[config.mk]
export PLATFORM = sky130hd
export DESIGN_NAME = zesal_arbiter
export DESIGN_NICKNAME = d
export VERILOG_FILES = /design/src/rtl/zesal_arbiter.sv
export SDC_FILE = /design/constraint.sdc
export NUM_CORES = 1
export LEC_CHECK = 0
export ABC_AREA = 1
export BUFFER_PORTS_ARGS = -buffer_cell sky130_fd_sc_hd__clkbuf_2
export CAP_MARGIN = 30
export CORE_MARGIN = 2
export CORE_UTILIZATION = 40
export CTS_BUF_LIST = sky130_fd_sc_hd__clkbuf_8 sky130_fd_sc_hd__clkbuf_16
export CTS_CLUSTER_DIAMETER = 50
export CTS_CLUSTER_SIZE = 28
export DETAILED_ROUTE_END_ITERATION = 7
export PLACE_DENSITY = 0.72
export SKIP_LAST_GASP = 1
export SYNTH_ARGS = -nofsm -noshare
export SYNTH_HDL_FRONTEND = slang
export SYNTH_SLANG_ARGS = --single-unit
export TNS_END_PERCENT = 50
[constraint.sdc]
create_clock -name clock -period 3.5 [get_ports clock]
set_input_delay 0.35 -clock clock [delete_from_list [all_inputs] [get_ports clock]]
set_output_delay 0.35 -clock clock [all_outputs]
set_load 0.005 [all_outputs]
[src/rtl/zesal_arbiter.sv]
// Round-robin arbiter and sequencer in front of one shared Zesal node.
// One command in flight at a time; invalid opcodes are answered locally with an error.
module zesal_arbiter #(
  parameter int REQUESTERS  = 4,
  parameter int OP_BITS     = 5,
  parameter int ARG_BITS    = 32,
  parameter int RESULT_BITS = 32,
  parameter int LATENCY     = 1
) (
  input  logic                           clock,
  input  logic                           reset,
  input  logic [REQUESTERS-1:0]          req_valid,
  output logic [REQUESTERS-1:0]          req_ready,
  input  logic [REQUESTERS*OP_BITS-1:0]  req_op,
  input  logic [REQUESTERS*ARG_BITS-1:0] req_arg,
  output logic                           node_valid,
  output logic [OP_BITS-1:0]             node_op,
  output logic [ARG_BITS-1:0]            node_arg,
  input  logic [RESULT_BITS-1:0]         node_result,
  output logic [REQUESTERS-1:0]          rsp_valid,
  input  logic [REQUESTERS-1:0]          rsp_ready,
  output logic [RESULT_BITS-1:0]         rsp_data,
  output logic                           rsp_error,
  output logic                           busy
);

  localparam int PTR_W = $clog2(REQUESTERS);
  localparam int CNT_W = $clog2(LATENCY + 1);

  typedef enum logic [1:0] {
    S_IDLE    = 2'd0,
    S_ISSUE   = 2'd1,
    S_WAIT    = 2'd2,
    S_RESPOND = 2'd3
  } state_t;

  state_t                  r_state;
  state_t                  w_next;
  logic [PTR_W-1:0]        r_ptr;
  logic [PTR_W-1:0]        r_owner;
  logic [CNT_W-1:0]        r_cnt;
  logic                    r_node_valid;
  logic [OP_BITS-1:0]      r_node_op;
  logic [ARG_BITS-1:0]     r_node_arg;
  logic [REQUESTERS-1:0]   r_rsp_valid;
  logic [RESULT_BITS-1:0]  r_rsp_data;
  logic                    r_rsp_error;
  logic                    r_busy;

  logic                    w_grant_any;
  logic [PTR_W-1:0]        w_grant_idx;
  logic [PTR_W-1:0]        w_scan_idx;
  logic [OP_BITS-1:0]      w_op_sel;
  logic [ARG_BITS-1:0]     w_arg_sel;
  logic                    w_op_ok;
  logic                    w_accept;
  logic                    w_rsp_done;
  logic [PTR_W-1:0]        w_ptr_next;
  int                      w_sum;

  function automatic logic [REQUESTERS-1:0] onehot(input logic [PTR_W-1:0] idx);
    logic [REQUESTERS-1:0] v;
    v      = '0;
    v[idx] = 1'b1;
    return v;
  endfunction

  // Scan from the round-robin pointer upward and mux the winner's command fields.
  always_comb begin
    w_grant_any = 1'b0;
    w_grant_idx = '0;
    w_scan_idx  = '0;
    w_sum       = 0;
    w_op_sel    = '0;
    w_arg_sel   = '0;
    for (int i = 0; i < REQUESTERS; i++) begin
      w_sum = int'(r_ptr) + i;
      if (w_sum >= REQUESTERS) begin
        w_sum = w_sum - REQUESTERS;
      end else begin
        w_sum = w_sum;
      end
      w_scan_idx = PTR_W'(w_sum);
      if (!w_grant_any && req_valid[w_scan_idx]) begin
        w_grant_any = 1'b1;
        w_grant_idx = w_scan_idx;
      end else begin
        w_grant_any = w_grant_any;
      end
    end
    for (int i = 0; i < REQUESTERS; i++) begin
      if (w_grant_idx == PTR_W'(i)) begin
        w_op_sel  = req_op[i*OP_BITS +: OP_BITS];
        w_arg_sel = req_arg[i*ARG_BITS +: ARG_BITS];
      end else begin
        w_op_sel  = w_op_sel;
      end
    end
  end

  assign w_accept   = (r_state == S_IDLE) && w_grant_any;
  assign w_op_ok    = (w_op_sel >= OP_BITS'(1)) && (w_op_sel <= OP_BITS'(30));
  assign w_rsp_done = (r_state == S_RESPOND) && |(r_rsp_valid & rsp_ready);
  assign w_ptr_next = (w_grant_idx == PTR_W'(REQUESTERS - 1)) ? '0 : w_grant_idx + PTR_W'(1);
  assign req_ready  = w_accept ? onehot(w_grant_idx) : '0;

  // State register.
  always_ff @(posedge clock or posedge reset) begin
    if (reset) begin
      r_state <= S_IDLE;
    end else begin
      r_state <= w_next;
    end
  end

  // Next-state decode.
  always_comb begin
    w_next = r_state;
    case (r_state)
      S_IDLE: begin
        if (w_accept) begin
          w_next = w_op_ok ? S_ISSUE : S_RESPOND;
        end else begin
          w_next = S_IDLE;
        end
      end
      S_ISSUE: w_next = S_WAIT;
      S_WAIT: begin
        if (r_cnt == CNT_W'(1)) begin
          w_next = S_RESPOND;
        end else begin
          w_next = S_WAIT;
        end
      end
      S_RESPOND: begin
        if (w_rsp_done) begin
          w_next = S_IDLE;
        end else begin
          w_next = S_RESPOND;
        end
      end
      default: w_next = S_IDLE;
    endcase
  end

  // Command latch, node strobe, latency counter and response registers.
  always_ff @(posedge clock or posedge reset) begin
    if (reset) begin
      r_ptr        <= '0;
      r_owner      <= '0;
      r_cnt        <= '0;
      r_node_valid <= 1'b0;
      r_node_op    <= '0;
      r_node_arg   <= '0;
      r_rsp_valid  <= '0;
      r_rsp_data   <= '0;
      r_rsp_error  <= 1'b0;
      r_busy       <= 1'b0;
    end else begin
      r_node_valid <= 1'b0;
      r_busy       <= (w_next != S_IDLE);
      case (r_state)
        S_IDLE: begin
          if (w_accept) begin
            r_owner <= w_grant_idx;
            r_ptr   <= w_ptr_next;
            if (w_op_ok) begin
              r_node_valid <= 1'b1;
              r_node_op    <= w_op_sel;
              r_node_arg   <= w_arg_sel;
            end else begin
              r_rsp_data  <= '0;
              r_rsp_error <= 1'b1;
              r_rsp_valid <= onehot(w_grant_idx);
            end
          end
        end
        S_ISSUE: r_cnt <= CNT_W'(LATENCY);
        S_WAIT: begin
          // The node result is valid in the last WAIT cycle.
          if (r_cnt == CNT_W'(1)) begin
            r_rsp_data  <= node_result;
            r_rsp_error <= 1'b0;
            r_rsp_valid <= onehot(r_owner);
          end else begin
            r_cnt <= r_cnt - CNT_W'(1);
          end
        end
        S_RESPOND: begin
          if (w_rsp_done) begin
            r_rsp_valid <= '0;
          end
        end
        default: r_rsp_valid <= '0;
      endcase
    end
  end

  assign node_valid = r_node_valid;
  assign node_op    = r_node_op;
  assign node_arg   = r_node_arg;
  assign rsp_valid  = r_rsp_valid;
  assign rsp_data   = r_rsp_data;
  assign rsp_error  = r_rsp_error;
  assign busy       = r_busy;

endmodule

==> metrics.md, run 1 <==
| Metric | Value |
|---|---|
| CTS tree | `yes` |
| Global-route wire length before repair | `25900 um` |
| CP endpoint kind | `register` |
| Htree depth | `3` |
| Rows | `41` |
| Vias in the first global route | `5186` |
| CP arrival | `3.51 ns` |
| LEAKAGE | `0.00427 uW` |
| Clock skew | `0.00768 ns` |
| Placer congestion estimate | `0.915` |
| Critical path's most frequent cell | `nand2_1` |
| Pwr dens | `1350 nW/um^2` |
| Clock root buffer | `clkbuf_16` |
| Clk network pwr share | `9.6%` |
| Detailed Routing Iterations Pass 1 | `4` |
| CP Cell Sequence | `buf_4 > nand2_1 > nand2_1 > nand2_1 > nand2_1 > nor2_4 > nand3b_1 > nand3_1 > nand2_2 > inv_2 > ha_4 > clkinvlp_4 > nor2_1 > nor2_1 > nand2_1 > nand2_1 > nand2_1 > inv_1 > nand2_2 > nand3_2 > nand2_1 > nand2_1` |
| Synth Register Bits | `83` |
| HP Class | `in -> reg` |
| Vias per std cell | `4.80` |
| Die Wd | `117 um` |
| Clock Pin Slew Worst Setup and Hold Paths | `0.06 ns` |
| Placed Area | `6570 um^2` |
| Worst EP required | `3.73 ns` |
| Status | `finished, final reports clean` |
| Slew Viols, Final | `0` |
| Overall power consumption | `9450 uW` |
| Post-Syn Area | `5090 um^2` |
| Tightest Pin Transition | `0.610 ns` |
| Flop pwr share | `16.1%` |
| Final Non-Filler Cells | `1206` |
| Buf/Inv on CP | `4` |
| Yosys Warn Count | `0` |
| Sequential share of the synthesized area | `40.8%` |
| Syn Nets | `967` |
| Achievable Freq | `305 MHz` |
| Sw Share | `54.2%` |
| Setup TNS | `0 ns` |
| DRT iter0 DRCs | `392` |
| Library cells used by synthesis | `29` |
| Period minus WS final | `3.28 ns` |
| Grt total ovfl | `0` |
| Ratio of final minimum period to clock period | `93.7%` |
| # nets final | `1227` |
| Most frequent cells in the layout | `nand2_1, clkbuf_2, dfrtp_1` |
| Top delay family on crit path | `simple AND/OR/NAND/NOR gates` |
| Switch Pwr | `5130 uW` |
| Final Worst Setup Slack | `0.221 ns` |
| Drt total wl | `17700 um` |
| Cell area after layout | `7010 um^2` |
| Synthesized area per cell | `6.62 um^2` |
| Commonest non-fill, non-tap cell in the layout | `nand2_1` |
| Largest net degree at the start of global routing | `39` |
| Total die area | `13600 um^2` |
| IO Pins | `270` |
| Port buffer count | `269` |
| Maxcap violations | `0` |
| Vias | `5794` |
| HPWL Detailed | `12700 um` |
| Post-placement setup slack | `0.0765 ns` |
| Comb power frac | `74.3%` |
| Antenna fix cells | `0` |
| Largest stage delay on the critical path | `0.45 ns` |
| Crit-path slowest cell | `dfrtp_2` |
| Worst VDD drop | `0.750 mV` |
| Worst Path Max Fanout | `18` |
| Cells after Synth | `769` |
| Internal Power | `4320 uW` |
| Setup CP Type | `reg -> reg` |
| Clock sinks | `83` |
| Worst Setup Start Kind | `register` |
| Gr usage total | `24.5%` |
| Placed Cells | `1179` |
| Hold Fails Final Rpt | `0` |
| DRT antenna net count | `0` |
| CTS Buf Count | `9` |
| P&R area growth vs syn | `37.9%` |
| DIE HEIGHT | `117 um` |
| Initial Utilization | `40.6%` |
| Share of layout cells above drive strength 1 | `32.7%` |
| Clock Latency Late Sink | `0.35 ns` |
| Final setup fails | `0` |
| Drc violations | `0` |
| Core area | `12500 um^2` |
| Initial antenna violation count | `0` |
| Bufs on Longest Clock Path | `2` |
| Worst slew margin | `59.3%` |
| Drt wl/cell | `14.7 um` |
[power by group through the flow]
stage	Combinational [uW]	Sequential (uW)	Clock, uW
finish	7020	1520	906
global route	7940	1560	960
CTS	6470	1520	921
detailed placement	6430	1530	0
global placement	6390	1530	0
floorplan	4690	1520	0
[synth_stat cells (all sizes together)]
cell | n | area, um^2
a21oi | 39 | 195
a31oi | 1 | 6.26
buf | 30 | 188
clkbuf | 16 | 60.1
dfrtp | 83 | 2080
ha | 8 | 100
inv | 55 | 211
nand2 | 383 | 1450
nand3 | 47 | 258
nand3b | 1 | 7.51
nand4 | 2 | 12.5
nor2 | 22 | 95.1
o211ai | 1 | 7.51
o21ai | 72 | 360
o22ai | 4 | 25.0
or2 | 3 | 18.8
xnor2 | 1 | 8.76
xor2 | 1 | 8.76
[area by class of cell]
class | instances | area [um^2]
fill | 1256 | 5500
clock inverter | 5 | 27.5
sequential | 83 | 2080
multi-input combinational | 586 | 2620
tap | 172 | 215
inverter | 55 | 216
timing repair buffer | 293 | 1590
clock buffer | 11 | 253
timing repair inverter | 1 | 5.00
[path summary, 6_finish.rpt]
kind / end / start / slack, ns / depth (start not counted)
setup / recovery: node_arg[27]$_DFFE_PP0P_ / r_ptr[0]$_DFFE_PP0P_ / 0.22 / 22
min in group asynchronous: rsp_data[15]$_DFFE_PP0P_ / reset / 0.54 / 3
setup reg to reg: node_arg[27]$_DFFE_PP0P_ / r_ptr[0]$_DFFE_PP0P_ / 0.22 / 22
hold reg to reg: rsp_data[13]$_DFFE_PP0P_ / rsp_data[13]$_DFFE_PP0P_ / 0.47 / 2
hold / removal: rsp_data[5]$_DFFE_PP0P_ / node_result[5] / 0.31 / 5
max in group asynchronous: r_ptr[0]$_DFFE_PP0P_ / reset / 2.13 / 4
[cell families after synthesis]
logic type,synth area share (%)
AO/OA/AOI/OAI,11.7
XOR/XNOR,0.344
adder cells (fa/ha/maj),1.97
buffers and inverters,9.03
flip-flops,40.8
AND/OR/NAND/NOR,36.2
[sequential cells by signal, summed over array words and instances, names as in the netlist]
signal      count
rsp_valid       4
rsp_error       1
node_arg       32
busy            1
r_ptr           2
rsp_data       32
r_owner         2
node_op         5
node_valid      1
r_state         2
r_cnt           1
[layer usage]
metal / part of all wire, % / global-route usage, %
met2: 50 / 41.5
met4: 2.4 / 8.71
met1: 41 / 30.5
met3: 6.6 / 6.18
met5: 0 / 0
[timing repair]
action                                  in CTS  in global routing
hold buffers                                 1                  0
resized for setup                            0                 15
endpoints found under the setup margin       0                 75
buffers inserted                             0                  7
endpoints found under the hold margin       20                  0
[per-stage QoR]
step	util [%]	hold WS, ns
2_1_floorplan	-	0.463
3_3_place_gp	52.5	0.359
3_5_place_dp	52.5	0.360
4_1_cts	54.8	0.303
5_1_grt	56.0	0.335
6_report	56.0	0.310
[worst reg2reg max path, cell delays in order, from the launching register on]
cell	delay [ns]
dfrtp_2	0.45
buf_4	0.15
nand2_1	0.07
nand2_1	0.07
nand2_1	0.07
nand2_1	0.11
nor2_4	0.17
nand3b_1	0.11
nand3_1	0.11
nand2_2	0.11
inv_2	0.12
ha_4	0.18
clkinvlp_4	0.16
nor2_1	0.13
nor2_1	0.05
nand2_1	0.08
nand2_1	0.10
nand2_1	0.08
inv_1	0.05
nand2_2	0.15
nand3_2	0.40
nand2_1	0.19
nand2_1	0.06
(Power assumes the default switching activity.)
==> run 2: changes to the inputs <==
--- a/config.mk
+++ b/config.mk
@@ -14,7 +14,7 @@
 export CTS_CLUSTER_DIAMETER = 50
 export CTS_CLUSTER_SIZE = 28
 export DETAILED_ROUTE_END_ITERATION = 7
-export PLACE_DENSITY = 0.72
+export PLACE_DENSITY = 0.76
 export SKIP_LAST_GASP = 1
 export SYNTH_ARGS = -nofsm -noshare
 export SYNTH_HDL_FRONTEND = slang
==> metrics.md, run 2 (synthesis results as in run 1) <==
| Metric | Value |
|---|---|
| Status | `finished, final reports clean` |
| DRT iter0 DRCs | `347 (-11%)` |
| Commonest non-fill, non-tap cell in the layout | `nand2_1` |
| Initial Utilization | `40.6% (unchanged)` |
| Most frequent cells in the layout | `nand2_1, clkbuf_2, dfrtp_1` |
| Placer congestion estimate | `0.877 (-4.2%)` |
| Drt total wl | `16800 um (-5.2%)` |
| Vias in the first global route | `5246 (+1.2%)` |
| Worst VDD drop | `0.784 mV (+4.6%)` |
| Core area | `12500 um^2 (unchanged)` |
| Detailed Routing Iterations Pass 1 | `5 (+1)` |
| Hold Slack | `0.0334 ns (-0.276 ns)` |
| Flop pwr share | `16.7% (+0.6 points)` |
| Overall power consumption | `9110 uW (-3.6%)` |
| Internal Power | `4150 uW (-4.1%)` |
| Clock sinks | `83 (unchanged)` |
| Die Wd | `117 um (unchanged)` |
| P&R area growth vs syn | `36.5%` |
| Pwr dens | `1310 nW/um^2 (-2.6%)` |
| IO Pins | `270 (unchanged)` |
| # nets final | `1222 (-0.41%)` |
| Tightest Pin Transition | `0.584 ns (-0.0267 ns)` |
| Htree depth | `3 (unchanged)` |
| Period minus WS final | `3.20 ns (-0.0830 ns)` |
| Final setup fails | `0 (unchanged)` |
| Worst Setup Start Kind | `register` |
| CP arrival | `3.42 ns (-0.09 ns)` |
| Slew Viols, Final | `0 (unchanged)` |
| CP endpoint kind | `register` |
| Comb power frac | `72.7% (-1.6 points)` |
| Vias per std cell | `4.88 (+1.6%)` |
| Post-placement setup slack | `0.142 ns (+0.0660 ns)` |
| Worst Path Max Fanout | `33 (+15)` |
| DRT antenna net count | `0 (unchanged)` |
| Worst EP required | `3.72 ns (about the same)` |
| Achievable Freq | `313 MHz (+2.6%)` |
| Clk network pwr share | `10.6% (+1.0 points)` |
| Bufs on Longest Clock Path | `2 (unchanged)` |
| LEAKAGE | `0.00424 uW (-0.61%)` |
| Largest stage delay on the critical path | `0.47 ns (+0.02 ns)` |
| Final Worst Setup Slack | `0.304 ns (+0.0830 ns)` |
| Global-route wire length before repair | `25200 um (-3.0%)` |
| Gr usage total | `23.6% (-0.96 points)` |
| Switch Pwr | `4970 uW (-3.1%)` |
| Initial antenna violation count | `0 (unchanged)` |
| Ratio of final minimum period to clock period | `91.3% (-2.4 points)` |
| Clock skew | `0.00887 ns (+0.00119 ns)` |
| Antenna fix cells | `0 (unchanged)` |
| Maxcap violations | `0 (unchanged)` |
| HP Class | `in -> async` |
| Clock root buffer | `clkbuf_16` |
| Port buffer count | `269 (unchanged)` |
| DIE HEIGHT | `117 um (unchanged)` |
| CTS Buf Count | `9 (unchanged)` |
| Clock Pin Slew Worst Setup and Hold Paths | `0.07 ns (about the same)` |
| Grt total ovfl | `0 (unchanged)` |
| Critical path's most frequent cell | `nand2_1` |
| Drc violations | `0 (unchanged)` |
| HPWL Detailed | `12700 um (+0.36%)` |
| Clock Latency Late Sink | `0.34 ns (about the same)` |
| Hold Buf Count CTS | `0 (-1)` |
| Total die area | `13600 um^2 (unchanged)` |
| Largest net degree at the start of global routing | `39 (unchanged)` |
| Crit-path slowest cell | `dfrtp_2` |
| Share of layout cells above drive strength 1 | `32.0% (-0.72 points)` |
| CTS tree | `yes` |
| Hold Fails Final Rpt | `0 (unchanged)` |
| Rows | `41 (unchanged)` |
| Setup TNS | `0 ns (unchanged)` |
| Post-layout util | `55.5% (-0.55 points)` |
| Setup CP Type | `reg -> reg` |
| Worst slew margin | `61.0% (+1.8 points)` |
| RSZ-0062 raised after global routing | `false` |
| Drt wl/cell | `14.0 um (-4.8%)` |
| Sw Share | `54.5% (+0.24 points)` |
| Vias | `5865 (+1.2%)` |
run 2: power by group through the flow:
stage | clock network [uW] | registers, uW | logic, uW
final | 969 | 1520 | 6620
after CTS | 988 | 1520 | 6370
after floorplan | 0 | 1520 | 4690
after detailed placement | 0 | 1540 | 6330
after global routing | 1030 | 1560 | 7570
after global placement | 0 | 1520 | 6250
run 2: path summary, 6_finish.rpt:
kind                                         start                  endpoint  slack [ns]  cells past startpoint
min in group clock                  node_result[5]   rsp_data[5]$_DFFE_PP0P_        0.32                      5
min                                          reset      node_valid$_DFF_PP0_        0.03                      2
min reg2reg                rsp_data[9]$_DFFE_PP0P_   rsp_data[9]$_DFFE_PP0P_        0.47                      2
max reg2reg                   r_ptr[0]$_DFFE_PP0P_  rsp_data[20]$_DFFE_PP0P_        0.30                     25
max in group asynchronous                    reset      r_ptr[0]$_DFFE_PP0P_        2.74                      3
max                           r_ptr[0]$_DFFE_PP0P_  rsp_data[20]$_DFFE_PP0P_        0.30                     25
run 2: layer usage:
layer / part of all wire [%] / routed length (um) / GRT usage (%) / vias to the layer above
li1: - / - / - / 2929
met1: 41 / 6840 / 28.3 / 2680
met2: 50 / 8400 / 41.3 / 208
met3: 6.0 / 1000 / 3.96 / 48
met4: 3.4 / 575 / 10.8 / 0
met5: 0 / 0 / 0 / -
run 2: area by class of cell:
cell class | count | area, um^2
Sequential cell | 83 | 2080
Timing Repair Buffer | 289 | 1540
Clock inverter | 6 | 65.1
Clock buffer | 10 | 239
Tap cell | 172 | 215
Multi-Input combinational cell | 586 | 2600
Fill cell | 1288 | 5570
Inverter | 55 | 213
run 2: per-stage QoR:
| stage | instances | instance area (um^2) |
|---|---|---|
| 6_report | 1201 | 6940 |
| 3_5_place_dp | 1182 | 6570 |
| 2_1_floorplan | 769 | 5090 |
| 5_1_grt | 1201 | 6940 |
| 4_1_cts | 1198 | 6870 |
| 3_3_place_gp | 1181 | 6550 |
run 2: what timing repair did:
| item | 4_1_cts | 5_1_grt |
|---|---|---|
| setup buffers | 0 | 2 |
| resized for setup | 0 | 13 |
| endpoints found under the hold margin | 0 | 0 |
| endpoints found under the setup margin | 0 | 75 |
run 2: worst max-delay path, delay by kind of cell (launching register included):
| family | cells | cell delay [ns] |
|---|---|---|
| adder cells (fa/ha/maj) | 1 | 0.19 |
| AO/OA/AOI/OAI | 1 | 0.17 |
| flip-flops | 1 | 0.47 |
| buffers and inverters | 6 | 0.69 |
| AND/OR/NAND/NOR | 17 | 1.57 |
